[config.mk]
export PLATFORM = sky130hd
export DESIGN_NAME = mem_stage_lsu
export DESIGN_NICKNAME = d
export VERILOG_FILES = /design/src/rtl/mem_stage_pkg.sv /design/src/rtl/mem_stage_lsu_lane_align.sv /design/src/rtl/mem_stage_lsu.sv
export SDC_FILE = /design/constraint.sdc
export NUM_CORES = 1
export LEC_CHECK = 0
export ABC_AREA = 1
export CORE_MARGIN = 3
export CORE_UTILIZATION = 46
export CTS_CLUSTER_SIZE = 20
export DETAILED_ROUTE_END_ITERATION = 8
export GPL_ROUTABILITY_DRIVEN = 0
export PLACE_DENSITY = 0.91
export SYNTH_ARGS = -nofsm -noshare
export SYNTH_HDL_FRONTEND = slang
export SYNTH_HIERARCHICAL = 1
export SYNTH_SLANG_ARGS = --single-unit
[constraint.sdc]
create_clock -name clk -period 14.3 [get_ports clk]
set_input_delay 3.575 -clock clk [delete_from_list [all_inputs] [get_ports clk]]
set_output_delay 3.575 -clock clk [all_outputs]
set_load 0.01 [all_outputs]
[src/rtl/mem_stage_pkg.sv]
// mem_stage_pkg: shared types and helpers for the memory-access stage.
//   funct3_e : RISC-V load/store size/sign codes
//   state_e  : stage FSM states
//   be_w_of / ofs_w_of : width-derived constants (byte lanes, lane-offset bits)
//   funct3_legal : legal size code check for a load or store
package mem_stage_pkg;

    typedef enum logic [2:0] {
        F3_B  = 3'b000,
        F3_H  = 3'b001,
        F3_W  = 3'b010,
        F3_D  = 3'b011,
        F3_BU = 3'b100,
        F3_HU = 3'b101,
        F3_WU = 3'b110
    } funct3_e;

    typedef enum logic {
        IDLE = 1'b0,
        BUSY = 1'b1
    } state_e;

    // Number of byte lanes on the data bus.
    function automatic int be_w_of(int xlen);
        return xlen / 8;
    endfunction

    // Bits of the byte address that select a lane.
    function automatic int ofs_w_of(int xlen);
        return $clog2(xlen / 8);
    endfunction

    // wide = 1 when the datapath is 64 bits (enables LD/LWU/SD).
    function automatic logic funct3_legal(logic is_load, logic [2:0] f3, logic wide);
        logic ok;
        ok = 1'b0;
        if (is_load) begin
            case (f3)
                F3_B, F3_H, F3_W, F3_BU, F3_HU: ok = 1'b1;
                F3_D, F3_WU:                    ok = wide;
                default:                        ok = 1'b0;
            endcase
        end else begin
            case (f3)
                F3_B, F3_H, F3_W: ok = 1'b1;
                F3_D:             ok = wide;
                default:          ok = 1'b0;
            endcase
        end
        return ok;
    endfunction

endpackage

[src/rtl/mem_stage_lsu_lane_align.sv]
// lsu_lane_align: combinational byte-lane steering for the memory stage.
//   Store side: st_f3/st_ofs/st_data -> be (size mask shifted to the lane
//               offset) and wdata (store data replicated across all lanes).
//   Load side : ld_f3/ld_ofs/rdata   -> ld_data (selected lane, sign- or
//               zero-extended to XLEN).
module lsu_lane_align
    import mem_stage_pkg::*;
#(
    parameter int XLEN = 32
) (
    input  logic [2:0]                  st_f3,
    input  logic [ofs_w_of(XLEN)-1:0]   st_ofs,
    input  logic [XLEN-1:0]             st_data,
    output logic [XLEN/8-1:0]           be,
    output logic [XLEN-1:0]             wdata,
    input  logic [2:0]                  ld_f3,
    input  logic [ofs_w_of(XLEN)-1:0]   ld_ofs,
    input  logic [XLEN-1:0]             rdata,
    output logic [XLEN-1:0]             ld_data
);

    localparam int BE_W = be_w_of(XLEN);

    logic [3:0] st_size;
    assign st_size = 4'd1 << st_f3[1:0];

    // Per-lane steering: lane i enabled when it falls inside [ofs, ofs+size),
    // and carries byte (i mod size) of the store data.
    for (genvar i = 0; i < BE_W; i++) begin : g_lane
        assign be[i] = (i >= int'(st_ofs)) && (i < int'(st_ofs) + int'(st_size));

        always_comb begin
            case (st_f3[1:0])
                2'b00:   wdata[8*i +: 8] = st_data[7:0];
                2'b01:   wdata[8*i +: 8] = st_data[8*(i % 2) +: 8];
                2'b10:   wdata[8*i +: 8] = st_data[8*(i % 4) +: 8];
                default: wdata[8*i +: 8] = st_data[8*i +: 8];
            endcase
        end
    end

    // Shift the addressed lane down to bit 0, then extend by size/sign code.
    logic [XLEN-1:0] sh;
    assign sh = rdata >> {ld_ofs, 3'b000};

    always_comb begin
        case (ld_f3)
            F3_B:    ld_data = XLEN'($signed(sh[7:0]));
            F3_H:    ld_data = XLEN'($signed(sh[15:0]));
            F3_W:    ld_data = XLEN'($signed(sh[31:0]));
            F3_BU:   ld_data = XLEN'(sh[7:0]);
            F3_HU:   ld_data = XLEN'(sh[15:0]);
            F3_WU:   ld_data = XLEN'(sh[31:0]);
            default: ld_data = sh;
        endcase
    end

endmodule

[src/rtl/mem_stage_lsu.sv]
// mem_stage_lsu: memory-access pipeline stage between execute and writeback.
// Accepts one load/store/non-memory op per handshake, drives a req/ack data
// bus with arbitrary wait states, and registers lmd (formatted load data) and
// condpc (next PC) for writeback.
//
// Ports:
//   clk, rst_n          clock; reset is asynchronous and active-high (rst_n=1 resets)
//   ex_*                op from execute (valid/ready handshake, ready only in IDLE)
//   dmem_*              data-memory bus (req held stable until ack)
//   wb_valid            one-cycle result pulse; misalign/bus_err valid with it
//   lmd, condpc         registered load data and next PC
//
// Optional feature: define MEM_TIMEOUT_EN to abort a BUSY access after
// TIMEOUT_CYCLES cycles without ack (reports bus_err). Undefined: BUSY waits
// indefinitely and bus_err stays 0.
module mem_stage_lsu
    import mem_stage_pkg::*;
#(
    parameter int XLEN           = 32,
    parameter int ADDR_W         = 32,
    parameter int TIMEOUT_CYCLES = 255
) (
    input  logic              clk,
    input  logic              rst_n,
    input  logic              ex_valid,
    output logic              ex_ready,
    input  logic              ex_is_load,
    input  logic              ex_is_store,
    input  logic [2:0]        ex_funct3,
    input  logic [ADDR_W-1:0] ex_addr,
    input  logic [XLEN-1:0]   ex_wdata,
    input  logic              ex_cond,
    input  logic [ADDR_W-1:0] ex_target,
    input  logic [ADDR_W-1:0] ex_npc,
    output logic              dmem_req,
    output logic              dmem_we,
    output logic [XLEN/8-1:0] dmem_be,
    output logic [ADDR_W-1:0] dmem_addr,
    output logic [XLEN-1:0]   dmem_wdata,
    input  logic [XLEN-1:0]   dmem_rdata,
    input  logic              dmem_ack,
    output logic              wb_valid,
    output logic [XLEN-1:0]   lmd,
    output logic [ADDR_W-1:0] condpc,
    output logic              misalign,
    output logic              bus_err
);

    localparam int BE_W  = be_w_of(XLEN);
    localparam int OFS_W = ofs_w_of(XLEN);
    localparam logic WIDE = (XLEN == 64);

    state_e state, state_nxt;

    logic             accept;
    logic             is_mem;
    logic             bad;
    logic [OFS_W-1:0] ofs;
    logic [3:0]       acc_size;
    logic             tmo_hit;

    // Load context captured at request time for extraction on ack.
    logic             ld_q;
    logic [2:0]       ld_f3_q;
    logic [OFS_W-1:0] ld_ofs_q;

    logic [BE_W-1:0]  be_c;
    logic [XLEN-1:0]  wdata_c;
    logic [XLEN-1:0]  ld_data_c;

    assign accept   = ex_valid && ex_ready;
    assign is_mem   = ex_is_load || ex_is_store;
    assign ofs      = ex_addr[OFS_W-1:0];
    assign acc_size = 4'd1 << ex_funct3[1:0];
    // Misaligned covers both an address off the access size and an illegal code.
    assign bad      = (|(4'(ofs) & (acc_size - 4'd1))) ||
                      !funct3_legal(ex_is_load, ex_funct3, WIDE);

    lsu_lane_align #(.XLEN(XLEN)) u_align (
        .st_f3   (ex_funct3),
        .st_ofs  (ofs),
        .st_data (ex_wdata),
        .be      (be_c),
        .wdata   (wdata_c),
        .ld_f3   (ld_f3_q),
        .ld_ofs  (ld_ofs_q),
        .rdata   (dmem_rdata),
        .ld_data (ld_data_c)
    );

`ifdef MEM_TIMEOUT_EN
    localparam int TW = $clog2(TIMEOUT_CYCLES + 1);
    logic [TW-1:0] tmo_cnt;

    // Ack wins over a timeout landing in the same cycle.
    assign tmo_hit = (state == BUSY) && !dmem_ack && (tmo_cnt == TW'(TIMEOUT_CYCLES - 1));

    always_ff @(posedge clk or posedge rst_n) begin
        if (rst_n)
            tmo_cnt <= '0;
        else if (state != BUSY || dmem_ack || tmo_hit)
            tmo_cnt <= '0;
        else
            tmo_cnt <= tmo_cnt + 1'b1;
    end
`else
    assign tmo_hit = 1'b0;
    logic unused_tmo_cfg;
    assign unused_tmo_cfg = ^TIMEOUT_CYCLES;
`endif

    // FSM: state register
    always_ff @(posedge clk or posedge rst_n) begin
        if (rst_n)
            state <= IDLE;
        else
            state <= state_nxt;
    end

    // FSM: next state
    always_comb begin
        state_nxt = state;
        case (state)
            IDLE: if (accept && is_mem && !bad) state_nxt = BUSY;
            BUSY: if (dmem_ack || tmo_hit)      state_nxt = IDLE;
            default:                            state_nxt = IDLE;
        endcase
    end

    // FSM: outputs
    always_comb begin
        ex_ready = (state == IDLE);
    end

    // Registered bus outputs and writeback results.
    always_ff @(posedge clk or posedge rst_n) begin
        if (rst_n) begin
            dmem_req   <= 1'b0;
            dmem_we    <= 1'b0;
            dmem_be    <= '0;
            dmem_addr  <= '0;
            dmem_wdata <= '0;
            wb_valid   <= 1'b0;
            misalign   <= 1'b0;
            bus_err    <= 1'b0;
            lmd        <= '1;
            condpc     <= '0;
            ld_q       <= 1'b0;
            ld_f3_q    <= '0;
            ld_ofs_q   <= '0;
        end else begin
            wb_valid <= 1'b0;
            misalign <= 1'b0;
            bus_err  <= 1'b0;
            case (state)
                IDLE: begin
                    if (accept) begin
                        condpc <= ex_cond ? ex_target : ex_npc;
                        if (is_mem && !bad) begin
                            dmem_req   <= 1'b1;
                            dmem_we    <= !ex_is_load;
                            dmem_be    <= be_c;
                            dmem_addr  <= {ex_addr[ADDR_W-1:OFS_W], OFS_W'(0)};
                            dmem_wdata <= wdata_c;
                            ld_q       <= ex_is_load;
                            ld_f3_q    <= ex_funct3;
                            ld_ofs_q   <= ofs;
                        end else begin
                            wb_valid <= 1'b1;
                            misalign <= is_mem;
                        end
                    end
                end
                BUSY: begin
                    if (dmem_ack) begin
                        dmem_req <= 1'b0;
                        wb_valid <= 1'b1;
                        if (ld_q)
                            lmd <= ld_data_c;
                    end else if (tmo_hit) begin
                        dmem_req <= 1'b0;
                        wb_valid <= 1'b1;
                        bus_err  <= 1'b1;
                    end
                end
                default: ;
            endcase
        end
    end

endmodule

## After elaboration in Yosys (flattened, before gate mapping)

Cells that the tools add are included.

- Word-level logic and storage cells: 82
- Input port bits: 170
- Register bits: 141

- Order comparisons: 7
- Add/sub/neg operators: 2
- Reductions and logical operators: 23
- Shift operators: 2
- Eq/ne operators: 11
- Multiplexer cells: 22
- Bitwise gates (word level): 2

Operators by type and width:

| cell | count |
|---|---|
| 32-bit one-hot mux with 4 select lines | 1 |
| 3-bit by 32-bit < comparator with 1-bit output (first input constant) | 2 |
| 1-bit by 32-bit < comparator with 1-bit output (first input constant) | 1 |
| 2-bit by 32-bit < comparator with 1-bit output (first input constant) | 1 |
| 32-bit two-way mux | 1 |
| 32-bit by 5-bit right shift with 32-bit output | 1 |
| 8-bit two-way mux | 2 |
| 8-bit one-hot mux with 2 select lines | 1 |
| 1-bit two-way mux | 14 |
| 3-bit equality test (second input constant) | 4 |
| 3-bit AND reduction | 3 |
| 1-bit logical AND | 7 |
| 3-bit by 1-bit equality test with 1-bit output (second input constant) | 2 |
| 3-bit zero test | 2 |
| 1-bit one-hot mux with 2 select lines | 3 |
| 2-bit by 4-bit adder with 5-bit output | 1 |
| 5-bit OR reduction | 1 |
| 2-bit by 4-bit bitwise AND with 4-bit output | 1 |
| 1-bit by 2-bit greater-or-equal comparator with 1-bit output (first input constant) | 2 |
| 2-bit by 1-bit != test with 1-bit output (second input constant) | 2 |
| 4-bit OR reduction | 1 |
| 1-bit by 2-bit left shift with 4-bit output (first input constant) | 1 |
| 4-bit by 1-bit subtractor with 4-bit output (second input constant) | 1 |
| 3-bit by 2-bit equality test with 1-bit output (second input constant) | 1 |
| other kinds (10) | 13 |

## Depth between registers and ports, before layout

Gate-level depths: netlist (run 1).

- Depth after elaboration: 11
- Gate-level depth with buffers: 13
- Depth with buffers taken out: 11

## Modules after synthesis

The synthesis (run 1) kept the hierarchy.

By module, submodules not included:

| module | seq. area each (µm²) | area each (µm²) | cells an instance | instances |
|---|---|---|---|---|
| mem_stage_lsu | 3568.4 | 5998.3 | 672 | 1 |
| lsu_lane_align | 0.0 | 1407.6 | 262 | 1 |

## Worst setup path before layout (run 1)

No wires, ideal clock.

- Path kind: input port to flip-flop
- Start point: input ex_funct3[1]
- End point: register dmem_be[0]
- Required time: 14.183 ns
- Cell stages on the path: 11
- Arrival time: 4.763 ns
- Setup slack: 9.420 ns
- Library setup time: 0.117 ns
- Cells stage by stage: buf_6 -> inv_2 -> buf_6 -> nand2_2 -> xor2_1 -> inv_1 -> ha_1 -> nor2_1 -> a21oi_1 -> nand4_1 -> nand2_1

- Elaborated cells between the ends (all ways): 22

RTL lines:

| item | RTL line | text |
|---|---|---|
| start: declaration | mem_stage_lsu.sv:29 | `input logic [2:0] ex_funct3,` |
| 1-bit by 2-bit left shift with 4-bit output | mem_stage_lsu_lane_align.sv:25 | `assign st_size = 4'd1 << st_f3[1:0];` |
| 2-bit by 4-bit adder with 5-bit output | mem_stage_lsu_lane_align.sv:30 | `assign be[i] = (i >= int'(st_ofs)) && (i < int'(st_ofs) + int'(st_size));` |
| 1-bit by 32-bit < comparator with 1-bit output | mem_stage_lsu_lane_align.sv:30 |  |
| 1-bit logical AND | mem_stage_lsu_lane_align.sv:30 |  |
| named net be_c[0] | mem_stage_lsu.sv:67 | `logic [BE_W-1:0] be_c;` |
| end signal: assignment | mem_stage_lsu.sv:140 | `dmem_be <= '0;` |
| end signal: assignment | mem_stage_lsu.sv:162 | `dmem_be <= be_c;` |
| end: declaration | mem_stage_lsu.sv:37 | `output logic [XLEN/8-1:0] dmem_be,` |

The timed path passes the listed nets, and every way through them passes these cells.
A chain may end at the register's enable or synchronous reset.

## Worst setup path after layout (run 1)

- Start point: input ex_valid
- End point: register ld_ofs_q[1]

- Longest elaborated chain between the ends: 2

Ends and longest elaborated chain:

| item | RTL line | text |
|---|---|---|
| start: declaration | mem_stage_lsu.sv:25 | `input logic ex_valid,` |
| 1-bit logical AND | mem_stage_lsu.sv:71 | `assign accept = ex_valid && ex_ready;` |
| 3-bit AND reduction (no source line) | - |  |
| end signal: assignment | mem_stage_lsu.sv:167 | `ld_ofs_q <= ofs;` |
| end: declaration | mem_stage_lsu.sv:65 | `logic [OFS_W-1:0] ld_ofs_q;` |

Every way passes these cells.

==> results of run 1 <==
==> worst max-delay path, cell delays in order <==
cell and delay [ns]:
clkdlybuf4s50_1 0.49, nand2_2 0.40, nor2_4 0.19, buf_4 0.64, nand3_2 0.46, buf_4 0.46
nand2_1 0.13, nand2_1 0.07
==> final timing paths <==
kind	startpoint	to	slack (ns)	cells after the start
max in group asynchronous	rst_n	condpc[5]	9.40	3
max	ex_valid	ld_ofs_q[1]	8.15	8
min reg2reg	lmd[20]	lmd[20]	0.46	2
min in group asynchronous	rst_n	dmem_addr[22]	3.68	2
max reg2reg	state	ld_ofs_q[1]	11.32	8
min	lmd[20]	lmd[20]	0.46	2
==> area by class of cell <==
class	count	area [um2]
inverters	32	133
clock inverters	13	141
repair buffers	310	3090
flip-flops and latches	141	3570
multi-input cells	680	3180
fillers	1199	4670
well taps	211	264
clock buffers	18	439
==> metrics by stage <==
step	hold slack, ns	power, mW	instances	utilization, %	worst slack [ns]
floorplan	0.464	0.899	936	-	7.00
global placement	0.451	1.19	1374	66.1	7.83
detailed placement	0.455	1.21	1374	66.1	7.75
CTS	0.464	1.65	1405	69.8	8.20
global route	0.476	1.74	1405	69.8	7.96
finish	0.462	1.64	1405	69.8	8.15
==> sequential cells by signal (all words and copies together), names as in the netlist <==
register,count
dmem_we,1
ld_f3_q,3
ld_ofs_q,2
ld_q,1
lmd,32
dmem_wdata,32
dmem_req,1
wb_valid,1
misalign,1
dmem_addr,30
condpc,32
dmem_be,4
state,1
==> cell usage in the layout (no fill, tap or decap), types with 3 or more instances in the layout <==
cell	Yosys	final
nand2_1	354	352
nor2_4	3	3
inv_6	0	3
nand2_2	7	9
o211ai_1	10	10
nor2_1	46	46
dfstp_2	32	32
clkinv_2	0	3
dfrtp_1	109	109
nand4_1	73	73
o21ai_0	25	25
conb_1	1	3
clkdlybuf4s50_1	0	304
clkinv_4	0	3
a21oi_1	82	82
nand3_2	14	14
nand3_1	51	51
inv_1	28	27
buf_4	24	6
clkbuf_16	0	17
inv_2	3	3
clkinvlp_4	0	3
==> kinds of logic (layout without fill, tap and decap cells) <==
family	count (synthesis)	after routing
buf+inv	115	373
other cells	1	3
xor+xnor	1	1
fa+ha+maj	2	2
compound gates	120	120
flops	141	141
simple gates	554	554
==> power breakdown <==
group          internal, mW  switching [mW]  total, mW
Clock                 0.261           0.178      0.439
Sequential            0.535          0.0832      0.618
Combinational         0.301           0.287      0.587
Total                  1.10           0.548       1.64
==> layer usage <==
metal	vias to the layer above	track usage (%)	wire, um
met1	3566	31.5	8980
met3	40	9.43	2550
li1	3562	-	-
met4	0	10.2	607
met2	406	44.3	11700
met5	-	0	0
==> flow_summary.json, run 1 <==
{
  "synth-simple-area-share_pct": 33.6,
  "fin_area_um2": 10800,
  "nets": 1354,
  "drtAntennaViolNets": 0,
  "dr.first_iter.drc_count": 666,
  "cts.sink_count": 141,
  "synth_ff_type": "dfrtp_1",
  "fin_crit_sh_pct": 43.0,
  "grt_overflow": 0,
  "synthMuxAreaShare_pct": 0,
  "synth_compound_area_share_pct": 8.57,
  "cts_resized": 0,
  "path_clk_slew_ns": 0.06,
  "grt_antenna_before_repair": 0,
  "ir_drop_mv": 0.0883,
  "syn_area_um2": 7410,
  "grt_usage_pct": 26.5,
  "tritoncts": "done",
  "h-tree-depth": 4,
  "fin_crit_ns": 6.15,
  "fin_setup_tns_ns": 0,
  "clock-root-buffer": "clkbuf_16",
  "ys_seq_elements": 141,
  "io_buffers": 304,
  "clk_latency_ns": 0.42,
  "synthArstFlopShare_pct": 100,
  "arrival_ns": 6.45,
  "yosysMostFrequentCell": "nand2_1",
  "synthCells": 934,
  "firstDrtPassIters": 6,
  "synth_top_family_by_area": "simple AND/OR/NAND/NOR gates",
  "antenna_cells": 0,
  "setup_viol": 0,
  "dieWidth_um": 133,
  "post_cts_buffers": 0,
  "path_max_fanout": 75,
  "via_per_inst": 5.39,
  "worst_pin_slew_ns": 1.10,
  "core_area_um2": 15500,
  "synth_cell_types": 31,
  "place_hpwl_um": 16600,
  "status": "complete, no violations",
  "worst_setup_path_end_kind": "flop",
  "pin_count": 308,
  "drc": 0,
  "dieArea_um2": 17700,
  "cts_made_buffers": 17,
  "yosys_warnings": 6,
  "slew_headroom_pct": 26.5,
  "synth_area_leaders": "dfrtp_1 37%, nand2_1 18%, dfstp_2 11%",
  "drive_gt1_share_pct": 8.88,
  "postCtsHoldBufs": 0,
  "leakage_nw": 5.03,
  "grt_pass1_wl_um": 38000,
  "slew_viol_final": 0,
  "postPlaceCellArea_um2": 10200,
  "hp-class": "reg -> reg",
  "rows": 45,
  "avgSynthCellArea_um2": 7.93,
  "crit_required_ns": 14.60,
  "fp.dieH_um": 133,
  "synth-edff-count": 0,
  "cts_max_path_buffers": 2,
  "fmaxAchievable_ghz": 0.163,
  "initial_utilization_pct": 47.8,
  "grt_max_degree": 93,
  "synthXorXnorAreaFrac_pct": 0.118,
  "crit_path_start_kind": "input pin",
  "vias": 7574,
  "p_per_area_nw_per_um2": 152,
  "yosys.area.top_type_share_pct": 36.8,
  "fin_skew_ns": 0.00872,
  "wire_per_inst_um": 17.0,
  "critPathKind": "in -> reg",
  "grt_setup_unrepaired": "no",
  "grt_pass1_vias": 7464,
  "yosysTopAreaCell": "dfrtp_1",
  "synthAdderAreaFrac_pct": 0.338,
  "wl_um": 23900,
  "hold_viol": 0,
  "cap_violations": 0,
  "synth_common_cells": "354 x nand2_1, 109 x dfrtp_1, 82 x a21oi_1, 73 x nand4_1, 51 x nand3_1",
  "area_growth_pct": 46.0,
  "synth_seq_area_share_pct": 48.2
}
Power figures use the tool's default switching activity.
==> run 2: changes to the inputs <==
--- a/config.mk
+++ b/config.mk
@@ -7,11 +7,11 @@
 export LEC_CHECK = 0
 export ABC_AREA = 1
 export CORE_MARGIN = 3
-export CORE_UTILIZATION = 46
+export CORE_UTILIZATION = 39
 export CTS_CLUSTER_SIZE = 20
 export DETAILED_ROUTE_END_ITERATION = 8
 export GPL_ROUTABILITY_DRIVEN = 0
-export PLACE_DENSITY = 0.91
+export PLACE_DENSITY = 0.83
 export SYNTH_ARGS = -nofsm -noshare
 export SYNTH_HDL_FRONTEND = slang
 export SYNTH_HIERARCHICAL = 1
==> constraint.sdc (replaced) <==
create_clock -name clk -period 5.1 [get_ports clk]
set_input_delay 1.275 -clock clk [delete_from_list [all_inputs] [get_ports clk]]
set_output_delay 1.275 -clock clk [all_outputs]
set_load 0.01 [all_outputs]
==> run 2 against run 1 <==
Register-to-register slack got worse by 8.5 ns. Sequential power grew to 2.8 times the previous value. First-iteration DRC count fell by 13%. Hold slack got worse by 0.00055 ns. Critical endpoint is now state. Highest routed layer unchanged.
==> flow_summary.json, run 2 (synthesis gave the netlist of run 1 again) <==
{
  "status": "complete, no violations",
  "stdcell_count": 1428,
  "fp.dieH_um": 144,
  "path_max_fanout": 52,
  "setup_viol": 0,
  "nets": 1358,
  "slew_viol_final": 0,
  "crit_path_start_kind": "input pin",
  "grt_usage_pct": 22.7,
  "fin_skew_ns": 0.00788,
  "ir_drop_mv": 0.229,
  "worst_pin_slew_ns": 1.14,
  "p_int_mw": 3.20,
  "dieWidth_um": 144,
  "clock-root-buffer": "clkbuf_16",
  "fin_crit_ns": 3.42,
  "drc": 0,
  "area_growth_pct": 47.5,
  "rows": 49,
  "clk_latency_ns": 0.42,
  "grt_max_degree": 102,
  "fmaxAchievable_ghz": 0.292,
  "initial_utilization_pct": 40.4,
  "path_cells": "clkdlybuf4s50_1, inv_1, nand2_1, nand2_2, nand3_2, buf_4, o21ai_0",
  "hold_viol": 0,
  "grt_pass1_wl_um": 37400,
  "post_cts_buffers": 0,
  "io_buffers": 304,
  "drtAntennaViolNets": 0,
  "vias": 7495,
  "crit_required_ns": 5.37,
  "tritoncts": "done",
  "power_switching_mw": 1.55,
  "place_hpwl_um": 16700,
  "cts_max_path_buffers": 2,
  "layout_commonest_cell": "nand2_1",
  "arrival_ns": 3.69,
  "dp.cells": 1396,
  "grt_pass1_vias": 7401,
  "n_fill_cell": 1600,
  "switching_share_pct": 32.7,
  "grt_setup_unrepaired": "no",
  "fin_setup_tns_ns": 0,
  "core_area_um2": 18300,
  "critPathKind": "in -> reg",
  "cts_made_buffers": 17,
  "cts.sink_count": 141,
  "antenna_cells": 0,
  "clkPwrFrac_pct": 28.5,
  "pin_count": 308,
  "postCtsHoldBufs": 0,
  "cap_violations": 0,
  "max_stage_delay_ns": 1.02,
  "p_per_area_nw_per_um2": 435,
  "worst_setup_path_end_kind": "flop",
  "pwr-share-comb_pct": 35.3,
  "via_per_inst": 5.25,
  "cts_resized": 0,
  "drive_gt1_share_pct": 9.26,
  "mostFrequentLayoutCells": "352 x nand2_1, 304 x clkdlybuf4s50_1, 109 x dfrtp_1, 82 x a21oi_1, 73 x nand4_1",
  "wl_um": 24200,
  "wire_per_inst_um": 17.0,
  "grt_antenna_before_repair": 0,
  "slew_headroom_pct": 24.2,
  "dr.first_iter.drc_count": 577,
  "dieArea_um2": 20700,
  "leakage_nw": 5.07,
  "h-tree-depth": 4,
  "path_clk_slew_ns": 0.06,
  "seq_power_share_pct": 36.2,
  "firstDrtPassIters": 7,
  "grt_overflow": 0,
  "crit_slowest_cell": "clkdlybuf4s50_1",
  "fin_crit_sh_pct": 67.1,
  "hp-class": "reg -> reg",
  "reg_top3": "condpc: 32 flops, dmem_wdata: 32 flops, lmd: 32 flops",
  "final_util_pct": 59.6
}
==> run 2: cell types whose count changed in the layout (fill, tap and decap cells not counted) <==
cell,delta
clkbuf_8,+1
clkinv_4,-1
clkinv_2,-1
buf_4,+4
bufinv_16,+2
==> run 2: final cells by class <==
type	instances	area, um2	share of cell area [%]
multi-input cells	680	3180	29.1
clock buffers	19	453	4.15
repair buffers	314	3120	28.5
clock inverters	13	188	1.72
well taps	229	287	2.62
flip-flops and latches	141	3570	32.7
inverters	32	133	1.21
==> run 2: per-stage QoR <==
step                      hold slack (ns)  power (mW)  area (um2)  setup WS, ns
after floorplan                     0.464        2.52        7410        0.0967
after global placement              0.452        3.37       10300          1.33
after detailed placement            0.454        3.41       10300          1.28
after CTS                           0.464        4.79       10900          1.73
after global routing                0.473        5.02       10900          1.50
final                               0.461        4.75       10900          1.68
==> run 2: path summary, 6_finish.rpt <==
kind | cells after the start | start | endpoint | slack, ns
max reg2reg | 6 | ld_ofs_q[1] | lmd[24] | 2.78
min reg2reg | 2 | lmd[9] | lmd[9] | 0.46
max | 7 | ex_funct3[1] | state | 1.68
min | 2 | lmd[9] | lmd[9] | 0.46
min in group asynchronous | 2 | rst_n | condpc[7] | 1.45
max in group asynchronous | 3 | rst_n | lmd[22] | 2.69
==> run 2: per-layer routing <==
metal	up-vias	track usage, %	wire [um]
li1	3573	-	-
met1	3516	26.7	9340
met2	373	39.1	11900
met3	33	7.39	2480
met4	0	7.88	454
met5	-	0	0
==> run 2: power groups by stage <==
| stage | Sequential (mW) | Clock, mW | Combinational, mW |
|---|---|---|---|
| detailed placement | 1.73 | 0 | 1.68 |
| global placement | 1.72 | 0 | 1.65 |
| global route | 1.76 | 1.43 | 1.83 |
| CTS | 1.72 | 1.38 | 1.69 |
| finish | 1.72 | 1.35 | 1.68 |
| floorplan | 1.82 | 0 | 0.697 |
==> run 2: worst max-delay path: cells and delay by family <==
| kind | cells | cell delay (ns) |
|---|---|---|
| AO/OA/AOI/OAI | 1 | 0.16 |
| buffers and inverters | 3 | 1.69 |
| AND/OR/NAND/NOR | 3 | 0.52 |
==> run 3: changes to the inputs <==
--- a/config.mk
+++ b/config.mk
@@ -7,11 +7,11 @@
 export LEC_CHECK = 0
 export ABC_AREA = 1
 export CORE_MARGIN = 3
-export CORE_UTILIZATION = 39
+export CORE_UTILIZATION = 44
 export CTS_CLUSTER_SIZE = 20
 export DETAILED_ROUTE_END_ITERATION = 8
 export GPL_ROUTABILITY_DRIVEN = 0
-export PLACE_DENSITY = 0.83
+export PLACE_DENSITY = 0.88
 export SYNTH_ARGS = -nofsm -noshare
 export SYNTH_HDL_FRONTEND = slang
 export SYNTH_HIERARCHICAL = 1
==> constraint.sdc (replaced) <==
create_clock -name clk -period 3.4 [get_ports clk]
set_input_delay 0.85 -clock clk [delete_from_list [all_inputs] [get_ports clk]]
set_output_delay 0.85 -clock clk [all_outputs]
set_load 0.01 [all_outputs]
==> run 3 against run 2 <==
Sequential share of layout area increased by 0.12 points. Highest routed layer unchanged. Largest cell class unchanged. Global-route usage up 2.1 points. Register-to-register slack lost 1.6 ns. Clock power rose by 27%.
==> flow_summary.json, run 3 (synthesis gave the netlist of run 1 again) <==
{
  "r2r_start": "ld_ofs_q[1]",
  "cts_resized": 0,
  "whs_ns": 0.461,
  "status": "complete, no violations",
  "wire_per_inst_um": 16.4,
  "register_area_um2": 3570,
  "dr.first_iter.drc_count": 601,
  "r2r-end": "lmd[14]",
  "grt_pass1_wl_um": 36800,
  "worst_setup_path_end_kind": "flop",
  "grt_usage_pct": 24.8,
  "worst_pin_slew_ns": 1.11,
  "grt_pass1_vias": 7321,
  "cts.sink_count": 141,
  "firstDrtPassIters": 5,
  "setup_viol": 0,
  "crit_required_ns": 3.71,
  "fin_crit_sh_pct": 74.1,
  "fin_setup_tns_ns": 0,
  "leakage_nw": 5.08,
  "dieArea_um2": 18400,
  "initial_utilization_pct": 45.8,
  "place_ws_ns": 0.497,
  "fmaxAchievable_ghz": 0.397,
  "cts_made_buffers": 17,
  "grt_antenna_before_repair": 0,
  "crit_path_start_kind": "input pin",
  "worst-r2r-setup-slack_ns": 1.14,
  "fin_crit_ns": 2.52,
  "cts_max_path_buffers": 2,
  "dieWidth_um": 136,
  "fp.dieH_um": 136,
  "n_fill_cell": 1270,
  "core_area_um2": 16200,
  "hp-class": "reg -> reg",
  "grt_setup_unrepaired": "no",
  "post_cts_buffers": 0,
  "path_max_fanout": 11,
  "mostFrequentLayoutCells": "352 x nand2_1, 304 x clkdlybuf4s50_1, 109 x dfrtp_1, 82 x a21oi_1, 73 x nand4_1",
  "r2r_cells": 6,
  "postCtsHoldBufs": 0,
  "hold_viol": 0,
  "antenna_cells": 0,
  "drive_gt1_share_pct": 9.86,
  "io_buffers": 304,
  "grt_overflow": 0,
  "clk_latency_ns": 0.42,
  "startpoint": "ex_funct3[1]",
  "min_from": "lmd[14]",
  "place_hpwl_um": 16600,
  "area_growth_pct": 46.9,
  "clock-root-buffer": "clkbuf_16",
  "critPathKind": "in -> reg",
  "path_clk_slew_ns": 0.06,
  "via_per_inst": 5.32,
  "drtAntennaViolNets": 0,
  "p_per_area_nw_per_um2": 625,
  "fin_ws_ns": 0.882,
  "tritoncts": "done",
  "fin_skew_ns": 0.0114,
  "vias": 7568,
  "grt_max_degree": 85,
  "cap_violations": 0,
  "pin_count": 308,
  "drc": 0,
  "slew_viol_final": 0,
  "slew_headroom_pct": 26.0,
  "multiInputGateArea_um2": 3180,
  "layout_commonest_cell": "nand2_1",
  "reg_top3": "condpc: 32 flops, dmem_wdata: 32 flops, lmd: 32 flops",
  "ir_drop_mv": 0.387,
  "arrival_ns": 2.83,
  "rows": 46,
  "nets": 1366,
  "wl_um": 23400,
  "h-tree-depth": 4,
  "crit_end": "dmem_be[1]"
}
[run 3: worst max-delay path, stage by stage]
cell and delay (ns):
clkdlybuf4s50_1 0.66, inv_2 0.17, nand2_2 0.22, xor2_1 0.17
inv_1 0.06, ha_1 0.20, nor2_1 0.09, nand2_1 0.08
nand2_2 0.09, a21oi_1 0.07, nand4_1 0.10, nand2_1 0.06
[run 3: metrics by stage]
step	std cells	utilization [%]	instance area [um2]	power, mW
after floorplan	936	-	7420	3.78
after detailed placement	1391	63.9	10300	5.11
after global routing	1423	67.3	10900	7.22
after CTS	1423	67.3	10900	6.86
after global placement	1391	63.9	10300	5.04
final	1423	67.3	10900	6.80
[run 3: area by class of cell]
type	count	area share [%]
Clock buffer	18	4.04
Multi-Input combinational cell	680	29.2
Timing Repair Buffer	322	29.3
Clock inverter	14	0.977
Sequential cell	141	32.8
Inverter	32	1.21
Tap cell	216	2.48
[run 3: routing by layer]
metal,part of all wire [%],vias up,GRT usage (%)
li1,-,3576,-
met1,38,3533,30.0
met3,11,44,8.80
met5,0,-,0
met4,2.2,0,7.05
met2,49,415,42.0
[run 3: worst min path at each step]
stage	end	cells after the start
after global placement	lmd[4]	2
after CTS	lmd[6]	2
after global routing	lmd[13]	2
after detailed placement	lmd[6]	2
final	lmd[14]	2
after floorplan	ld_ofs_q[0]	2
[run 3: report_power, final]
part           total [mW]  switching (mW)  internal, mW
clock                1.71           0.753         0.961
combinational        2.51            1.23          1.28
sequential           2.58           0.323          2.25
